===== src/rtl/npc_mem_pkg.sv =====
// Shared types and constants for the NPC memory arbiter.
// State encoding, owner encoding and default bus widths.
package npc_mem_pkg;

  localparam int NPC_ADDR_W = 24;
  localparam int NPC_DATA_W = 32;

  localparam logic [3:0] MASK_WORD = 4'b1111;

  typedef enum logic [1:0] {
    ST_IDLE = 2'd0,
    ST_REQ  = 2'd1,
    ST_WAIT = 2'd2,
    ST_RESP = 2'd3
  } state_e;

  localparam logic OWN_IFU = 1'b0;
  localparam logic OWN_LSU = 1'b1;

endpackage


===== src/rtl/mem_arb_pick.sv =====
// Winner selection between fetch and data requesters.
// MEM_ARB_RR_EN selects round-robin; otherwise LSU has fixed priority.
module mem_arb_pick
  import npc_mem_pkg::*;
(
  input  logic       ifu_valid,
  input  logic       lsu_valid,
`ifdef MEM_ARB_RR_EN
  input  logic       last_grant,
`endif
  output logic [1:0] grant,
  output logic       owner
);

  logic conflict_owner;

`ifdef MEM_ARB_RR_EN
  // On a tie the side that did not win last time goes first.
  assign conflict_owner = ~last_grant;
`else
  assign conflict_owner = OWN_LSU;
`endif

  always_comb begin
    owner = OWN_IFU;
    unique case (1'b1)
      (ifu_valid && lsu_valid):  owner = conflict_owner;
      (lsu_valid && !ifu_valid): owner = OWN_LSU;
      default:                   owner = OWN_IFU;
    endcase
    grant          = 2'b00;
    grant[OWN_IFU] = ifu_valid && (owner == OWN_IFU);
    grant[OWN_LSU] = lsu_valid && (owner == OWN_LSU);
  end

endmodule


===== src/rtl/mem_arb.sv =====
// Two-requester memory arbiter/sequencer (IFU + LSU onto one port).
// Define MEM_ARB_RR_EN for round-robin arbitration.
module mem_arb
  import npc_mem_pkg::*;
#(
  parameter int ADDR_W = NPC_ADDR_W,
  parameter int DATA_W = NPC_DATA_W
) (
  input  logic              clk,
  input  logic              rst,
  input  logic              ifu_req_valid,
  output logic              ifu_req_ready,
  input  logic [ADDR_W-1:0] ifu_req_addr,
  output logic              ifu_resp_valid,
  output logic [DATA_W-1:0] ifu_resp_data,
  input  logic              lsu_req_valid,
  output logic              lsu_req_ready,
  input  logic [ADDR_W-1:0] lsu_req_addr,
  input  logic              lsu_req_wen,
  input  logic [DATA_W-1:0] lsu_req_wdata,
  input  logic [3:0]        lsu_req_mask,
  output logic              lsu_resp_valid,
  output logic [DATA_W-1:0] lsu_resp_data,
  output logic              mem_req_valid,
  input  logic              mem_req_ready,
  output logic [ADDR_W-1:0] mem_req_addr,
  output logic              mem_req_wen,
  output logic [DATA_W-1:0] mem_req_wdata,
  output logic [3:0]        mem_req_mask,
  input  logic              mem_resp_valid,
  input  logic [DATA_W-1:0] mem_resp_data,
  output logic              busy
);

  localparam logic [1:0] S_IDLE = ST_IDLE;
  localparam logic [1:0] S_REQ  = ST_REQ;
  localparam logic [1:0] S_WAIT = ST_WAIT;
  localparam logic [1:0] S_RESP = ST_RESP;

  logic [1:0]        state;
  logic              owner_q;
  logic [ADDR_W-1:0] addr_q;
  logic              wen_q;
  logic [DATA_W-1:0] wdata_q;
  logic [3:0]        mask_q;
  logic [DATA_W-1:0] rdata_q;

  logic [1:0]        grant;
  logic              pick_owner;
  logic              accept;

`ifdef MEM_ARB_RR_EN
  logic last_grant;
`endif

  mem_arb_pick u_pick (
    .ifu_valid  (ifu_req_valid),
    .lsu_valid  (lsu_req_valid),
`ifdef MEM_ARB_RR_EN
    .last_grant (last_grant),
`endif
    .grant      (grant),
    .owner      (pick_owner)
  );

  // Ready is combinational from the pick, suppressed while in reset.
  assign accept        = (state == S_IDLE) && !rst && (|grant);
  assign ifu_req_ready = accept && grant[OWN_IFU];
  assign lsu_req_ready = accept && grant[OWN_LSU];

  always_ff @(posedge clk) begin
    if (rst) begin
      state   <= S_IDLE;
      owner_q <= OWN_IFU;
      addr_q  <= '0;
      wen_q   <= 1'b0;
      wdata_q <= '0;
      mask_q  <= 4'b0000;
      rdata_q <= '0;
    end else begin
      unique case (state)
        S_IDLE: begin
          if (accept) begin
            owner_q <= pick_owner;
            state   <= S_REQ;
            if (pick_owner == OWN_LSU) begin
              addr_q  <= lsu_req_addr;
              wen_q   <= lsu_req_wen;
              wdata_q <= lsu_req_wdata;
              mask_q  <= lsu_req_mask;
            end else begin
              addr_q  <= ifu_req_addr;
              wen_q   <= 1'b0;
              wdata_q <= '0;
              mask_q  <= MASK_WORD;
            end
          end
        end
        S_REQ: begin
          if (mem_req_ready) state <= S_WAIT;
        end
        S_WAIT: begin
          if (mem_resp_valid) begin
            rdata_q <= wen_q ? '0 : mem_resp_data;
            state   <= S_RESP;
          end
        end
        default: state <= S_IDLE;
      endcase
    end
  end

`ifdef MEM_ARB_RR_EN
  always_ff @(posedge clk) begin
    if (rst) begin
      last_grant <= OWN_IFU;
    end else if (accept) begin
      last_grant <= pick_owner;
    end
  end
`endif

  assign mem_req_valid = (state == S_REQ);
  assign mem_req_addr  = addr_q;
  assign mem_req_wen   = wen_q;
  assign mem_req_wdata = wdata_q;
  assign mem_req_mask  = mask_q;

  assign ifu_resp_valid = (state == S_RESP) && (owner_q == OWN_IFU);
  assign lsu_resp_valid = (state == S_RESP) && (owner_q == OWN_LSU);
  assign ifu_resp_data  = ifu_resp_valid ? rdata_q : '0;
  assign lsu_resp_data  = lsu_resp_valid ? rdata_q : '0;

  assign busy = (state != S_IDLE);

endmodule


===== config.mk =====
export PLATFORM = sky130hd
export DESIGN_NAME = mem_arb
export DESIGN_NICKNAME = d
export VERILOG_FILES = /design/src/rtl/npc_mem_pkg.sv /design/src/rtl/mem_arb_pick.sv /design/src/rtl/mem_arb.sv
export SDC_FILE = /design/constraint.sdc
export NUM_CORES = 1
export LEC_CHECK = 0
export ABC_AREA = 1
export CORE_UTILIZATION = 34
export CTS_CLUSTER_SIZE = 20
export DETAILED_ROUTE_END_ITERATION = 6
export GPL_TIMING_DRIVEN = 0
export PLACE_DENSITY = 0.81
export SYNTH_ARGS = -nofsm -noshare
export SYNTH_HDL_FRONTEND = slang
export SYNTH_HIERARCHICAL = 1
export SYNTH_SLANG_ARGS = --single-unit

===== constraint.sdc =====
create_clock -name clk -period 1.7 [get_ports clk]
set_clock_uncertainty 0.2 [all_clocks]
set_input_delay 0.425 -clock clk [delete_from_list [all_inputs] [get_ports clk]]
set_output_delay 0.425 -clock clk [all_outputs]
set_load 0.1 [all_outputs]

==> flow_metrics.env <==
export IMPL_status="finished with violations"
export IMPL_violations="negative setup slack"
export IMPL_worst_endpoint_arrival_ns=1.64
export IMPL_multi_input_area_sq_um=2620
export IMPL_dieArea_sq_um=12770
export IMPL_row_count=40
export IMPL_yosysMostFrequentCell="nand2_1"
export IMPL_synthCells=603
export IMPL_finalPower_mw=10.68
export IMPL_ys_flop_type="dfxtp_1"
export IMPL_async_reset_ff_frac=0
export IMPL_synthSimpleGateAreaFrac=0.2587
export IMPL_ir_drop_v=0.001063
export IMPL_syn_avg_cell_area_sq_um=6.947
export IMPL_finalHoldViolCount=0
export IMPL_die_w_microns=113
export IMPL_post_route_period_util=1.332
export IMPL_synth_xor_area_frac=0
export IMPL_routed_wl_mm=16.33
export IMPL_diodes=0
export IMPL_dpl_hpwl_mm=10.97
export IMPL_synthToLayoutAreaGrowth_pct=114.0
export IMPL_gp_congestion=0.8001
export IMPL_min_path_type="flip-flop to flip-flop"
export IMPL_timing_slew_headroom=0.5499
export IMPL_core_sq_um=12010
export IMPL_drt_wirelength_per_cell_microns=15.72
export IMPL_p_leak_nw=3.447
export IMPL_synth_compound_area_frac=0.1756
export IMPL_seq_area_sq_um=1931
export IMPL_clk_path_buf_depth=2
export IMPL_worstMarginPinSlew_ns=0.6751
export IMPL_ys_ff_latch=96
export IMPL_layout_cells_non_filler=1039
export IMPL_cts_root_buf="clkbuf_16"
export IMPL_h_tree_depth=3
export IMPL_cts_clk_slew_worst_paths_ns=0.07
export IMPL_fill_cells=825
export IMPL_nNetsFinal=1014
export IMPL_synth_cell_area_sq_um=4189
export IMPL_holdPathStages=2
export IMPL_drt_iter0_drc=204
export IMPL_path_max_fanout=3
export IMPL_num_vias=5003
export IMPL_drive_above_1_share=0.3767
export IMPL_placed_cells=1002
export IMPL_grt_antenna_before_repair=0
export IMPL_grt_max_degree=17
export IMPL_ys_seq_area_frac=0.4588
export IMPL_synth_distinct_cells=20
export IMPL_cts_sinks=96
export IMPL_first_pass_iters=4
export IMPL_initial_core_util=0.3488
export IMPL_required_ns=1.07
export IMPL_cts_tree="yes"
export IMPL_synth_top_family_by_area="simple AND/OR/NAND/NOR gates"
export IMPL_ant_nets=0
export IMPL_synth_area_leaders="dfxtp_1, nand2_1, nor2_1, a21oi_1, a211oi_1"
export IMPL_setup_ws_ns=-0.5649
export IMPL_criticalPathCategory="flip-flop to output pin"
export IMPL_power_density_nw_per_um2=1191
export IMPL_ios=254
export IMPL_synth_fp_nets=730
export IMPL_synth_top_area_share=0.4588
export IMPL_grt_use_total=0.2459
export IMPL_setup_viol=132
export IMPL_grt_first_pass_wirelength_mm=24.72
export IMPL_r2r_cells=10
export IMPL_grt_overflow_total=0
export IMPL_avgViaCountPerCell=4.815
export IMPL_grt_pass1_vias=4873
export IMPL_rrSetupSlack_ns=-0.14
export IMPL_worst_setup_path_end_kind="output pin"
export IMPL_rsz0062_at_grt="yes"
export IMPL_synthAdderAreaFrac=0.01195
export IMPL_critPathLaunchType="flip-flop"
export IMPL_clock_latency_ns=0.34
export IMPL_synth_edf_count=0
export IMPL_synthMuxAreaShare=0
export IMPL_synthTopCellsByCount="nand2_1, nor2_1, dfxtp_1, a21oi_1, inv_1"
export IMPL_synth_top_area_cell="dfxtp_1"
export IMPL_drc_errors=0
export IMPL_layout_min_cycle_time_ns=2.265
export IMPL_drv_cap=0
export IMPL_die_height_microns=113
export IMPL_fmax_ghz=0.4415
export IMPL_cts_buffers=9
export IMPL_slew_violations=0
export IMPL_port_buffers=252
export IMPL_yosysWarnings=6
[final cells by class]
cell class,instances,area share
multi-input cells,414,0.2923
repair buffers,273,0.3655
plain buffers,43,0.04592
inverters,50,0.02470
well taps,147,0.02052
clock inverters,6,0.01019
flip-flops and latches,96,0.2154
clock buffers,10,0.02554
[layout by cell type (no fill, tap or decap), types with 7 or more instances in the layout]
| master | instances |
|---|---|
| nand2_1 | 144 |
| clkdlybuf4s50_1 | 119 |
| dfxtp_1 | 93 |
| buf_4 | 75 |
| buf_12 | 70 |
| nor2_4 | 67 |
| nor2_1 | 57 |
| a21oi_1 | 54 |
| inv_1 | 39 |
| a211oi_1 | 25 |
| o21ai_2 | 20 |
| a21oi_2 | 18 |
| clkbuf_16 | 15 |
| clkbuf_1 | 13 |
| buf_6 | 12 |
| a211oi_2 | 7 |
[flip-flops by register name, indices dropped and copies added, names as in the netlist]
name and cells:
mem_req_wdata 32, state 2, mem_req_mask 4, rdata_q 32, mem_req_wen 1, owner_q 1
mem_req_addr 24
[stage by stage]
stage	hold slack (ns)	setup TNS [ns]	instance area, sq um	util	worst slack, ns
2_1_floorplan	0.2759	-62.06	4806	-	-0.8970
4_1_cts	0.2666	-39.00	8607	0.7166	-0.5673
3_5_place_dp	0.2559	-148.35	7512	0.6254	-1.688
5_1_grt	0.2795	-48.54	8965	0.7464	-0.6276
6_report	0.2633	-39.94	8965	0.7464	-0.5649
3_3_place_gp	0.2500	-146.09	7512	0.6254	-1.699
[where the power goes]
group,internal (mW),switching (mW)
sequential,2.66,0.197
clock,1.30,0.911
combinational,1.83,3.79
total,5.79,4.89
[metal layers]
metal  share of wire  up-vias  routed length, microns  global-route usage
met3           0.064       27                    1043             0.05463
met5               0        -                       0                   0
li1                -     2480                       -                   -
met4           0.023        0                     382             0.08860
met1            0.38     2296                    6239              0.2730
met2            0.53      200                    8666              0.4577
[critical path: stages (launching register included)]
cell        delay (ns)
dfxtp_4           0.37
inv_4             0.07
ha_4              0.15
clkinvlp_4        0.10
nor2_4            0.13
nand2_4           0.08
buf_8             0.13
nor2_4            0.09
buf_12            0.18
[worst paths after layout]
kind / startpoint / end
worst max-delay path: state[0] / lsu_req_ready
worst max register to register: state[0] / mem_req_wdata[27]
worst min-delay path: mem_req_wdata[29] / mem_req_wdata[29]
worst min register to register: mem_req_wdata[29] / mem_req_wdata[29]
[what timing repair did]
action / CTS / global route
pin swaps: 14 / 9
hold buffers: 0 / 0
cloned: 7 / 2
setup endpoints to repair: 225 / 149
buffers inserted: 11 / 2
resized for setup: 1055 / 77
[cells by family after synthesis]
| logic type | after synthesis |
|---|---|
| and+or+nand+nor | 280 |
| AOI/OAI and AO/OA | 129 |
| DFF | 96 |
| buffers and inverters | 94 |
| adders and majority gates | 4 |
Note: power is estimated with default switching activity, not from simulation.
==> variant, RTL diff (same flow settings) <==
The option `MEM_ARB_RR_EN` is turned on by a define.
--- a/src/rtl/mem_arb_pick.sv
+++ b/src/rtl/mem_arb_pick.sv
@@ -2,2 +2,4 @@
 // MEM_ARB_RR_EN selects round-robin; otherwise LSU has fixed priority.
+`define MEM_ARB_RR_EN
+
 module mem_arb_pick
Check against the original RTL: not equivalent (Yosys sat finds a counterexample within 10 cycles, from zero or initial values and one cycle with rst high).
==> variant against the unedited design <==
The flow still finishes with violations (setup timing). Power rose by 2.1%. Final area rose by 1.3%. Global-route usage rose by 0.75 points. Sequential cell count rose by 1. Worst setup slack got worse by 30 ps. Clock power fell by 8%. Routed wire length rose by 14%. Area after synthesis rose by 0.99%. Count of clock-buffer cells in the layout rose by 2. Critical path type unchanged. Largest cell class unchanged. Largest power group unchanged.
==> variant: results (changes against the unedited design) <==
fillcell total=825 (unchanged); Finished Layout Cells=1070 (was 1039); min-delay src=mem_req_wdata[21] (was mem_req_wdata[29]); Hold Path End=mem_req_wdata[21] (was mem_req_wdata[29]); dpl hpwl=10900 µm (was 11000 µm); r2r setup slk=-240 ps (was -140 ps); largest net degree at the start of global routing=17 (unchanged); Setup Buffers After CTS=10 (was 11); failing checks=setup timing (unchanged); layout cells sized above 1=0.359 (was 0.377); Crit path arrival time=1670 ps (was 1640 ps); P_leak=3.49 nW (was 3.45 nW); Distinct cells, synth=22 (was 20); Syn Area/Cell=6.97 µm² (was 6.95 µm²); setup violators final=119 (was 132); reg2reg end=mem_req_wen (was mem_req_wdata[27]); worst setup path endpoint=ifu_resp_data[19] (was lsu_req_ready); number of global-route vias before repair=4734 (was 4873); WL/cell=17.4 µm (was 15.7 µm); Max VDD drop=0.000774 V (was 0.00106 V); RD Place Congestion=0.858 (was 0.800); CP Max Fanout=8 (was 3); adder-cell area share of the yosys netlist=0.0118 (was 0.0119); Area contributors post-synth=dfxtp_1, nand2_1, nor2_1 (unchanged); Psw=0.00519 W (was 0.00489 W); Synth Area in Compound Gates=0.180 (was 0.176); crit path launch=state[1] (was state[0]); Syn Nets=734 (was 730); gr usage total=0.253 (was 0.246); slack of the critical path=-595 ps (was -565 ps); placed inst area=7600 µm² (was 7510 µm²); status=complete, but fails checks (unchanged); Worst Max-Slew Pin Slew=671 ps (was 675 ps); sequential area share after synthesis=0.459 (about the same); Ant. Diodes=0 (unchanged); drt initial violations=330 (was 204); router iterations before antenna repair=5 (was 4); top post-synthesis cells by count=nand2_1, nor2_1, dfxtp_1 (unchanged); Final #Nets=1024 (was 1014); Worst R2R Start=state[0] (unchanged); first-pass GRT wire length=25400 µm (was 24700 µm); Via density=4.95 (was 4.82); Resized cells post-CTS=1024 (was 1055); FF-to-FF path depth=11 (was 10); TNS Setup=-40420 ps (was -39940 ps)
==> variant: cell count changes after synthesis, sizes merged <==
cell	delta
inv	+1
clkbuf	-2
nor2	-1
dfxtp	+1
a21boi	+2
a21oi	+2
nand2	+1
==> variant: layout make-up <==
type	instances	area, µm²	area share
Buffer	42	398	0.0438
Timing Repair Buffer	277	3390	0.373
Clock inverter	4	33.8	0.00372
Tap cell	168	210	0.0232
Multi-Input combinational cell	419	2590	0.285
Inverter	51	236	0.0261
Clock buffer	12	267	0.0294
Sequential cell	97	1950	0.215
==> variant: cell families after synthesis <==
logic type,after synthesis
AO/OA/AOI/OAI,133
buffers and inverters,93
flip-flops,97
adder cells (fa/ha/maj),4
AND/OR/NAND/NOR,280
==> variant: per-layer routing <==
| layer | vias up | track usage | part of all wire |
|---|---|---|---|
| met4 | 0 | 0.103 | 0.038 |
| met1 | 2430 | 0.283 | 0.36 |
| met2 | 293 | 0.452 | 0.52 |
| met3 | 58 | 0.0717 | 0.085 |
| met5 | - | 0 | 0 |
| li1 | 2512 | - | - |
==> variant: power groups by stage <==
| stage | sequential (W) | clock, W | combinational, W |
|---|---|---|---|
| 2_1_floorplan | 0.00451 | 0 | 0.00223 |
| 3_3_place_gp | 0.00292 | 0 | 0.00502 |
| 3_5_place_dp | 0.00294 | 0 | 0.00505 |
| 4_1_cts | 0.00290 | 0.00207 | 0.00553 |
| 5_1_grt | 0.00298 | 0.00219 | 0.00621 |
| 6_report | 0.00294 | 0.00204 | 0.00593 |
==> variant: through the flow <==
step | utilization | hold slack [ps] | worst slack [ps]
floorplan | - | 283 | -850
global placement | 0.630 | 250 | -1770
detailed placement | 0.630 | 253 | -1770
CTS | 0.713 | 265 | -544
global route | 0.753 | 283 | -625
finish | 0.753 | 264 | -595
